==> config.mk <==
export PLATFORM = sky130hd
export DESIGN_NAME = bip_acc_trace_fifo
export DESIGN_NICKNAME = d
export VERILOG_FILES = /design/src/rtl/bip_pkg.sv /design/src/rtl/bip_trace_ram.sv /design/src/rtl/bip_acc_trace_fifo.sv
export SDC_FILE = /design/constraint.sdc
export NUM_CORES = 1
export LEC_CHECK = 0
export BUFFER_PORTS_ARGS = -buffer_cell sky130_fd_sc_hd__clkbuf_2
export CAP_MARGIN = 20
export CORE_MARGIN = 8
export CORE_UTILIZATION = 50
export CTS_BUF_LIST = sky130_fd_sc_hd__clkbuf_4 sky130_fd_sc_hd__clkbuf_8
export DETAILED_ROUTE_END_ITERATION = 8
export PLACE_DENSITY = 0.67
export SYNTH_ARGS = -nofsm -noshare
export SYNTH_HDL_FRONTEND = slang
export SYNTH_SLANG_ARGS = --single-unit
export TNS_END_PERCENT = 20
==> constraint.sdc <==
create_clock -name CLK -period 6.2 [get_ports CLK]
set_input_delay 0.62 -clock CLK [delete_from_list [all_inputs] [get_ports CLK]]
set_output_delay 0.62 -clock CLK [all_outputs]
set_load 0.03 [all_outputs]
==> src/rtl/bip_pkg.sv <==
// Shared widths and record layout for the BIP CPU trace path.
// A trace record is packed as {PC, ACC} with ACC in the low bits.
package bip_pkg;

    localparam int unsigned BIP_DATA_W  = 16;
    localparam int unsigned BIP_ADDR_W  = 11;
    localparam int unsigned BIP_REC_W   = BIP_ADDR_W + BIP_DATA_W;
    localparam int unsigned BIP_ACC_LSB = 0;
    localparam int unsigned BIP_PC_LSB  = BIP_DATA_W;
    localparam int unsigned BIP_DROP_W  = 16;

    function automatic int unsigned bip_rec_w(input int unsigned addr_w,
                                              input int unsigned data_w);
        return addr_w + data_w;
    endfunction

endpackage

==> src/rtl/bip_trace_ram.sv <==
// Trace record storage: synchronous write, asynchronous read, no reset.
module bip_trace_ram #(
    parameter int unsigned DEPTH = 16,
    parameter int unsigned WIDTH = 27
) (
    input  logic                     CLK,
    input  logic                     i_we,
    input  logic [$clog2(DEPTH)-1:0] i_waddr,
    input  logic [WIDTH-1:0]         i_wdata,
    input  logic [$clog2(DEPTH)-1:0] i_raddr,
    output logic [WIDTH-1:0]         o_rdata
);

    logic [WIDTH-1:0] r_mem [DEPTH];

    always_ff @(posedge CLK) begin
        if (i_we)
            r_mem[i_waddr] <= i_wdata;
    end

    assign o_rdata = r_mem[i_raddr];

endmodule

==> src/rtl/bip_acc_trace_fifo.sv <==
// Accumulator-write trace FIFO for the BIP CPU: captures {PC, ACC} on WR_ACC
// one cycle late (ACC settles after the write) and drains via FWFT valid/ready.
module bip_acc_trace_fifo
    import bip_pkg::*;
#(
    parameter int unsigned DATA_W    = BIP_DATA_W,
    parameter int unsigned ADDR_W    = BIP_ADDR_W,
    parameter int unsigned DEPTH     = 16,
    parameter bit          OVERWRITE = 1'b0
) (
    input  logic                     CLK,
    input  logic                     RESET,
    input  logic                     ENABLE,
    input  logic                     CLEAR,
    input  logic                     WR_ACC,
    input  logic [DATA_W-1:0]        ACC_IN,
    input  logic [ADDR_W-1:0]        PC_IN,
    input  logic                     RD_READY,
    output logic                     RD_VALID,
    output logic [DATA_W-1:0]        RD_ACC,
    output logic [ADDR_W-1:0]        RD_PC,
    output logic [$clog2(DEPTH):0]   COUNT,
    output logic                     FULL,
    output logic                     EMPTY,
    output logic                     OVERFLOW,
    output logic [BIP_DROP_W-1:0]    DROP_COUNT
);

    localparam int unsigned PTR_W = $clog2(DEPTH);
    localparam int unsigned CNT_W = PTR_W + 1;
    localparam int unsigned REC_W = bip_rec_w(ADDR_W, DATA_W);

    if (DEPTH < 2 || (DEPTH & (DEPTH - 1)) != 0) begin : g_bad_depth
        $error("bip_acc_trace_fifo: DEPTH must be a power of two >= 2");
    end

    logic                  r_pend;
    logic [ADDR_W-1:0]     r_pc_lat;
    logic [PTR_W-1:0]      r_wr_ptr;
    logic [PTR_W-1:0]      r_rd_ptr;
    logic [CNT_W-1:0]      r_count;
    logic                  r_overflow;
    logic [BIP_DROP_W-1:0] r_drop_count;

    logic                  w_empty;
    logic                  w_full;
    logic                  w_push;
    logic                  w_pop;
    logic                  w_drop;
    logic                  w_wr_en;
    logic                  w_rd_adv;
    logic [REC_W-1:0]      w_wr_data;
    logic [REC_W-1:0]      w_rd_data;

    assign w_empty   = (r_count == '0);
    assign w_full    = (r_count == CNT_W'(DEPTH));
    assign w_push    = r_pend;
    assign w_pop     = !w_empty && RD_READY;
    // A full FIFO with a simultaneous pop has a free slot by the edge, so only
    // an unmatched push into a full FIFO loses a record.
    assign w_drop    = w_push && w_full && !w_pop;
    assign w_wr_en   = w_push && (!w_drop || OVERWRITE) && !CLEAR;
    assign w_rd_adv  = w_pop || (w_drop && OVERWRITE);
    assign w_wr_data = {r_pc_lat, ACC_IN};

    bip_trace_ram #(
        .DEPTH (DEPTH),
        .WIDTH (REC_W)
    ) u_ram (
        .CLK     (CLK),
        .i_we    (w_wr_en),
        .i_waddr (r_wr_ptr),
        .i_wdata (w_wr_data),
        .i_raddr (r_rd_ptr),
        .o_rdata (w_rd_data)
    );

    always_ff @(posedge CLK or posedge RESET) begin
        if (RESET) begin
            r_pend       <= 1'b0;
            r_pc_lat     <= '0;
            r_wr_ptr     <= '0;
            r_rd_ptr     <= '0;
            r_count      <= '0;
            r_overflow   <= 1'b0;
            r_drop_count <= '0;
        end else if (CLEAR) begin
            r_pend       <= 1'b0;
            r_pc_lat     <= '0;
            r_wr_ptr     <= '0;
            r_rd_ptr     <= '0;
            r_count      <= '0;
            r_overflow   <= 1'b0;
            r_drop_count <= '0;
        end else begin
            r_pend <= ENABLE && WR_ACC;
            if (ENABLE && WR_ACC)
                r_pc_lat <= PC_IN;

            if (w_wr_en)
                r_wr_ptr <= r_wr_ptr + PTR_W'(1);
            if (w_rd_adv)
                r_rd_ptr <= r_rd_ptr + PTR_W'(1);

            if (w_push && !w_pop && !w_full)
                r_count <= r_count + CNT_W'(1);
            else if (!w_push && w_pop)
                r_count <= r_count - CNT_W'(1);

            if (w_drop) begin
                r_overflow <= 1'b1;
                if (r_drop_count != '1)
                    r_drop_count <= r_drop_count + BIP_DROP_W'(1);
            end
        end
    end

    assign RD_VALID   = !w_empty;
    assign RD_ACC     = w_empty ? '0 : w_rd_data[BIP_ACC_LSB +: DATA_W];
    assign RD_PC      = w_empty ? '0 : w_rd_data[DATA_W +: ADDR_W];
    assign COUNT      = r_count;
    assign FULL       = w_full;
    assign EMPTY      = w_empty;
    assign OVERFLOW   = r_overflow;
    assign DROP_COUNT = r_drop_count;

endmodule

==> impl_metrics.json, run 1 <==
{
  "met2_usage_pct": 30.6,
  "area_growth_pct": 14.5,
  "cts.hold.buffers_added": 0,
  "ys_types": 46,
  "core-area_mm2": 0.0372,
  "fin_crit_sh_pct": 61.5,
  "busiest_layer": "met2",
  "status": "complete, no violations",
  "end_kind": "output port",
  "hold_violations": 0,
  "cts_setup_buffers": 0,
  "drtAntennaViolNets": 0,
  "vias": 9385,
  "grt_pass1_vias": 9913,
  "grt_max_degree": 66,
  "fin_ws_ps": 2390,
  "grt_overflow_total": 0,
  "ys_warn_count": 0,
  "rsz0062_at_grt": "false",
  "synth-edff-count": 432,
  "drive_gt1_share_pct": 33.1,
  "ir_drop_uv": 208,
  "p_leak_uw": 0.00692,
  "synth_area_leaders": "edfxtp_1 (69%), mux4_2 (13%), dfrtp_1 (5.6%)",
  "finalSetupViolations": 0,
  "dpl.hpwl_um": 22300,
  "slowest_delay_ps": 780,
  "crit_required_ps": 5580,
  "ys_async_sr_fraction_pct": 8.86,
  "syn-num-nets": 975,
  "portBuffers": 84,
  "path_clk_slew_ps": 50,
  "cts_made_buffers": 76,
  "yosys.area.top_type_share_pct": 69.3,
  "r2r_slack_ps": 2650,
  "remaining_drc_errors": 0,
  "ys_ff_latch": 474,
  "final_util_pct": 57.6,
  "clockRootBuffer": "clkbuf_8",
  "final_cells": 1603,
  "drtPass1Iterations": 6,
  "place_inst": 1465,
  "crit_chain": "or4_1 -> nor2_1 -> or2_2 -> o22ai_1 -> clkbuf_2",
  "die_h_um": 209,
  "yosys_most_used_dff": "edfxtp_1",
  "path_class": "flop to output port",
  "clock_skew_ps": 12.6,
  "grtUsageMet1_pct": 24.5,
  "die_w_um": 209,
  "yosys-top-cells-count": "edfxtp_1 (432), mux4_2 (108), mux2i_1 (58)",
  "clockBufferDepth": 3,
  "rows": 71,
  "cap_violations": 0,
  "holdWs_ps": 213,
  "gp_congestion": 0.757,
  "hold_class": "primary input to async pin",
  "htreeDepth": 3,
  "cts_resized": 0,
  "worst_slew_pin_slew_ps": 1020,
  "finalWorstPathRequiredPeriod_ps": 3810,
  "yosys.area.top_type": "edfxtp_1",
  "ios": 85,
  "cts_tree": "done",
  "nets": 1113,
  "clock_latency_ps": 590,
  "antenna_found_initial": 0,
  "grt_pass1_wl_um": 60400,
  "vias_per_cell": 5.85,
  "yosysMostFrequentCell": "edfxtp_1",
  "synth.avg_cell_area_um2": 20.1,
  "slew_headroom_pct": 32.2,
  "critPathLaunchType": "flop",
  "cp_data_arrival_time_ps": 3190,
  "tns_ps": 0,
  "p_per_area_mw_per_mm2": 363,
  "crit_fanout": 27,
  "synthCells": 931,
  "drt_iter0_markers": 641,
  "dp_slack_ps": 2710,
  "netlist_area_mm2": 0.0187,
  "drt-total-wl_um": 39900,
  "post_drt_wl_per_cell_um": 24.9,
  "cp_slowest_cell": "or4_1",
  "grt_use_met3_pct": 3.65,
  "seq_area_frac_synth_pct": 75.0,
  "initial_core_util_pct": 50.3,
  "clock-sinks": 474,
  "track_usage_pct": 18.3,
  "die-area_mm2": 0.0439,
  "max_freq_mhz": 262,
  "slew_viol_final": 0
}
==> where the power goes <==
part / internal, uW / switching (uW)
Combinational: 685 / 914
Clock: 1400 / 1160
Sequential: 3510 / 92.8
==> state kept, by name, indices dropped and copies added (netlist names) <==
register     flops
COUNT            5
r_pend           1
r_rd_ptr         4
OVERFLOW         1
DROP_COUNT      16
r_wr_ptr         4
u_ram.r_mem    432
r_pc_lat        11
==> area by class of cell <==
cell class                 count  area (um2)
antenna                        1        2.50
clock buffer                 108        1310
clock inverter                29         165
fill                        2723       15800
inverter                       8        30.0
multi-input combinational    402        4610
sequential                   474       14000
tap                          474         593
timing repair buffer         107         678
==> critical path: cells and delay by family (launching register included) <==
family,cells,cell delay [ps]
and+or+nand+nor,3,1710
DFF,1,440
AOI/OAI and AO/OA,1,210
buffers and inverters,1,220
==> metal layers <==
layer	vias up	share of wire [%]
met5	-	0
met1	4912	42
met3	56	5.4
met4	0	1.7
met2	290	51
li1	4127	-
==> worst paths after layout <==
kind                       startpoint           to  depth (start not counted)
min                             RESET  r_pc_lat[1]                          2
min in group CLK             PC_IN[6]  r_pc_lat[6]                          3
max                          COUNT[1]   RD_ACC[11]                          5
max reg2reg                  COUNT[1]     COUNT[4]                          8
max in group asynchronous       RESET  r_rd_ptr[0]                          2
min reg2reg                  OVERFLOW     OVERFLOW                          2
==> metrics by stage <==
stage | cell area (um2) | power [uW]
after floorplan | 18700 | 4860
after global placement | 19800 | 5300
after detailed placement | 19900 | 5310
after CTS | 21400 | 7880
after global routing | 21400 | 8100
final | 21400 | 7770
==> placed cells by master, fill, tap and decap left out, types with 3 or more instances in the layout <==
master	instances
a211oi_1	3
a21oi_1	22
and3_1	3
buf_16	3
buf_4	18
clkbuf_2	84
clkbuf_4	29
clkbuf_8	79
clkinv_1	18
clkinv_2	4
clkinvlp_4	4
dfrtp_1	39
dfrtp_4	3
edfxtp_1	432
ha_1	10
inv_1	7
mux2_2	12
mux2i_1	58
mux4_2	108
nand2_1	33
nand2b_1	3
nand3_1	9
nand4_1	4
nor2_1	23
nor2_4	16
nor2b_1	10
nor3_1	5
nor4_1	6
o22ai_1	27
o31ai_1	4
or2_2	4
or4_1	6
xor2_1	5
==> cells by family (layout without fill, tap and decap cells) <==
| logic type | count (synthesis) | after routing | share of synthesized area [%] |
|---|---|---|---|
| xor gates and xnor gates | 7 | 7 | 0.328 |
| AOI/OAI and AO/OA | 75 | 75 | 2.55 |
| other | 0 | 1 | 0 |
| adders and majority gates | 11 | 11 | 0.776 |
| DFF | 474 | 474 | 75.0 |
| and+or+nand+nor | 131 | 131 | 3.44 |
| muxes | 178 | 178 | 16.8 |
| buffers and inverters | 55 | 252 | 1.12 |
No activity file was read; power rests on OpenSTA's default activity.
==> inputs of run 2 (changes only) <==
--- a/config.mk
+++ b/config.mk
@@ -5,13 +5,14 @@
 export SDC_FILE = /design/constraint.sdc
 export NUM_CORES = 1
 export LEC_CHECK = 0
+export ABC_AREA = 1
 export BUFFER_PORTS_ARGS = -buffer_cell sky130_fd_sc_hd__clkbuf_2
 export CAP_MARGIN = 20
 export CORE_MARGIN = 8
 export CORE_UTILIZATION = 50
 export CTS_BUF_LIST = sky130_fd_sc_hd__clkbuf_4 sky130_fd_sc_hd__clkbuf_8
 export DETAILED_ROUTE_END_ITERATION = 8
-export PLACE_DENSITY = 0.67
+export PLACE_DENSITY = 0.69
 export SYNTH_ARGS = -nofsm -noshare
 export SYNTH_HDL_FRONTEND = slang
 export SYNTH_SLANG_ARGS = --single-unit
==> constraint.sdc (replaced) <==
create_clock -name CLK -period 3.5 [get_ports CLK]
set_input_delay 0.35 -clock CLK [delete_from_list [all_inputs] [get_ports CLK]]
set_output_delay 0.35 -clock CLK [all_outputs]
set_load 0.03 [all_outputs]
==> run 2 against run 1 <==
Net effect: first-iteration DRC count is 110% higher; cell area up 4.0%; die area rose by 4.6%; highest routed layer unchanged; critical endpoint is now RD_PC[8]; hold slack worse by 50 ps; sequential cell count stayed put; largest cell class unchanged.
==> impl_metrics.json, run 2 <==
{
  "status": "complete, no violations",
  "yosys-top-cells-count": "nand2_1 (534), edfxtp_1 (432), nand3_1 (368)",
  "busiest_layer": "met2",
  "fin_crit_sh_pct": 93.3,
  "nets": 1855,
  "yosys_most_used_dff": "edfxtp_1",
  "p_per_area_mw_per_mm2": 645,
  "finalSetupViolations": 0,
  "met2_usage_pct": 33.7,
  "yosys.area.top_type_share_pct": 66.1,
  "grt_pass1_wl_um": 77100,
  "end_kind": "output port",
  "ys_ff_latch": 474,
  "grtUsageMet1_pct": 28.6,
  "max_freq_mhz": 306,
  "cp_data_arrival_time_ps": 2920,
  "rsz0062_at_grt": "false",
  "regMostFlops": "u_ram.r_mem",
  "ir_drop_uv": 487,
  "syn-num-nets": 1744,
  "antenna_found_initial": 0,
  "synth_area_leaders": "edfxtp_1 (66%), nand2_1 (10%), nand3_1 (9.4%)",
  "core-area_mm2": 0.0387,
  "yosys.area.top_type": "edfxtp_1",
  "hold_violations": 0,
  "finalWorstPathRequiredPeriod_ps": 3270,
  "final_cells": 2381,
  "post_drt_wl_per_cell_um": 20.8,
  "die-area_mm2": 0.0459,
  "cts_setup_buffers": 0,
  "die_w_um": 214,
  "cts_tree": "done",
  "clock_latency_ps": 610,
  "grt_use_met3_pct": 4.53,
  "grt_overflow_total": 0,
  "drive_gt1_share_pct": 14.5,
  "grt_pass1_vias": 13400,
  "crit_fanout": 80,
  "drt-total-wl_um": 49600,
  "critPathLaunchType": "flop",
  "slew_viol_final": 0,
  "clockBufferDepth": 3,
  "cts_made_buffers": 76,
  "drt_iter0_markers": 1356,
  "clock_skew_ps": 15.8,
  "ys_warn_count": 0,
  "path_clk_slew_ps": 60,
  "antenna_cells": 0,
  "die_h_um": 214,
  "vias": 13500,
  "htreeDepth": 3,
  "path_class": "flop to output port",
  "totalPowerFinal_uw": 14400,
  "clock-sinks": 474,
  "grt_max_degree": 111,
  "gp_congestion": 0.833,
  "layout_commonest_cell": "nand2_1",
  "synth.avg_cell_area_um2": 11.5,
  "final_util_pct": 57.5,
  "remaining_drc_errors": 0,
  "largest_register_ffs": 432,
  "hold_class": "primary input to flop",
  "initial_core_util_pct": 50.7,
  "dpl.hpwl_um": 27500,
  "synthCells": 1700,
  "rows": 72,
  "slew_headroom_pct": 36.8,
  "vias_per_cell": 5.68,
  "ys_async_sr_fraction_pct": 8.86,
  "place_inst": 2239,
  "worst_slew_pin_slew_ps": 946,
  "track_usage_pct": 21.3,
  "ys_types": 32,
  "synth-edff-count": 432,
  "ios": 85,
  "final_cell_mix": "nand2_1 (534), edfxtp_1 (432), nand3_1 (368)",
  "yosysMostFrequentCell": "nand2_1",
  "crit_required_ps": 3150,
  "portBuffers": 84,
  "seq_area_frac_synth_pct": 71.4,
  "area_growth_pct": 13.4,
  "cap_violations": 0,
  "p_leak_uw": 0.00823,
  "tns_ps": 0,
  "drtPass1Iterations": 8,
  "holdWs_ps": 162,
  "drtAntennaViolNets": 0,
  "clockRootBuffer": "clkbuf_8",
  "netlist_area_mm2": 0.0196
}
[run 2: cell count changes in the layout (fill, tap and decap cells not counted), moves of 27 or more]
cell	change
nand2_1	+501
nand3_1	+359
mux4_2	-108
mux2i_1	-57
a21oi_1	+37
o21a_1	+27
o22ai_1	-27
[run 2: final timing paths]
path,startpoint,end,slack (ps),cells past startpoint
max reg2reg,COUNT[4],u_ram.r_mem[2][11],910,9
max in group asynchronous,RESET,r_rd_ptr[1],2660,4
max,r_rd_ptr[0],RD_PC[8],230,7
min in group asynchronous,RESET,DROP_COUNT[6],400,4
min,ACC_IN[0],u_ram.r_mem[10][0],160,1
min reg2reg,OVERFLOW,OVERFLOW,540,2
[run 2: cell type report]
class / count / area [um2]
fillers: 3199 / 16500
flip-flops and latches: 474 / 14000
multi-input cells: 1095 / 5120
clock buffers: 105 / 1270
repair buffers: 134 / 913
well taps: 518 / 648
clock inverters: 25 / 163
inverters: 30 / 119
[run 2: metal layers]
metal	part of all wire, %	vias to the layer above
li1	-	6200
met1	41	6553
met2	47	650
met3	8.1	111
met4	3.2	0
met5	0	-
[run 2: logic make-up after synthesis]
family | Yosys count | share of synthesized area [%]
adder cells (fa/ha/maj) | 11 | 0.739
AND/OR/NAND/NOR | 964 | 21.1
AO/OA/AOI/OAI | 108 | 3.12
flip-flops | 474 | 71.4
buffers and inverters | 131 | 3.08
multiplexers | 1 | 0.0510
XOR/XNOR | 11 | 0.491
[run 2: repair_timing]
item,CTS,global route
hold buffers,12,0
endpoints found under the hold margin,53,0
gates resized for setup,0,0
[run 2: critical path, stage by stage, from the launching register on]
cell	delay, ps
dfrtp_4	450
buf_4	700
nand2_1	140
nand3_1	140
nand3_1	80
a21oi_1	330
o21a_1	180
clkbuf_2	240
[run 2: power by group]
part | total [uW] | internal, uW | switching, uW
clock network | 4570 | 2480 | 2090
registers | 6310 | 6230 | 89.0
logic | 3480 | 999 | 2480
total | 14400 | 9700 | 4660
[run 2: stage by stage]
stage | area (um2) | setup slack, ps
2_1_floorplan | 19600 | 617
3_3_place_gp | 20700 | 957
3_5_place_dp | 20700 | 922
4_1_cts | 22300 | 246
5_1_grt | 22300 | 138
6_report | 22300 | 234
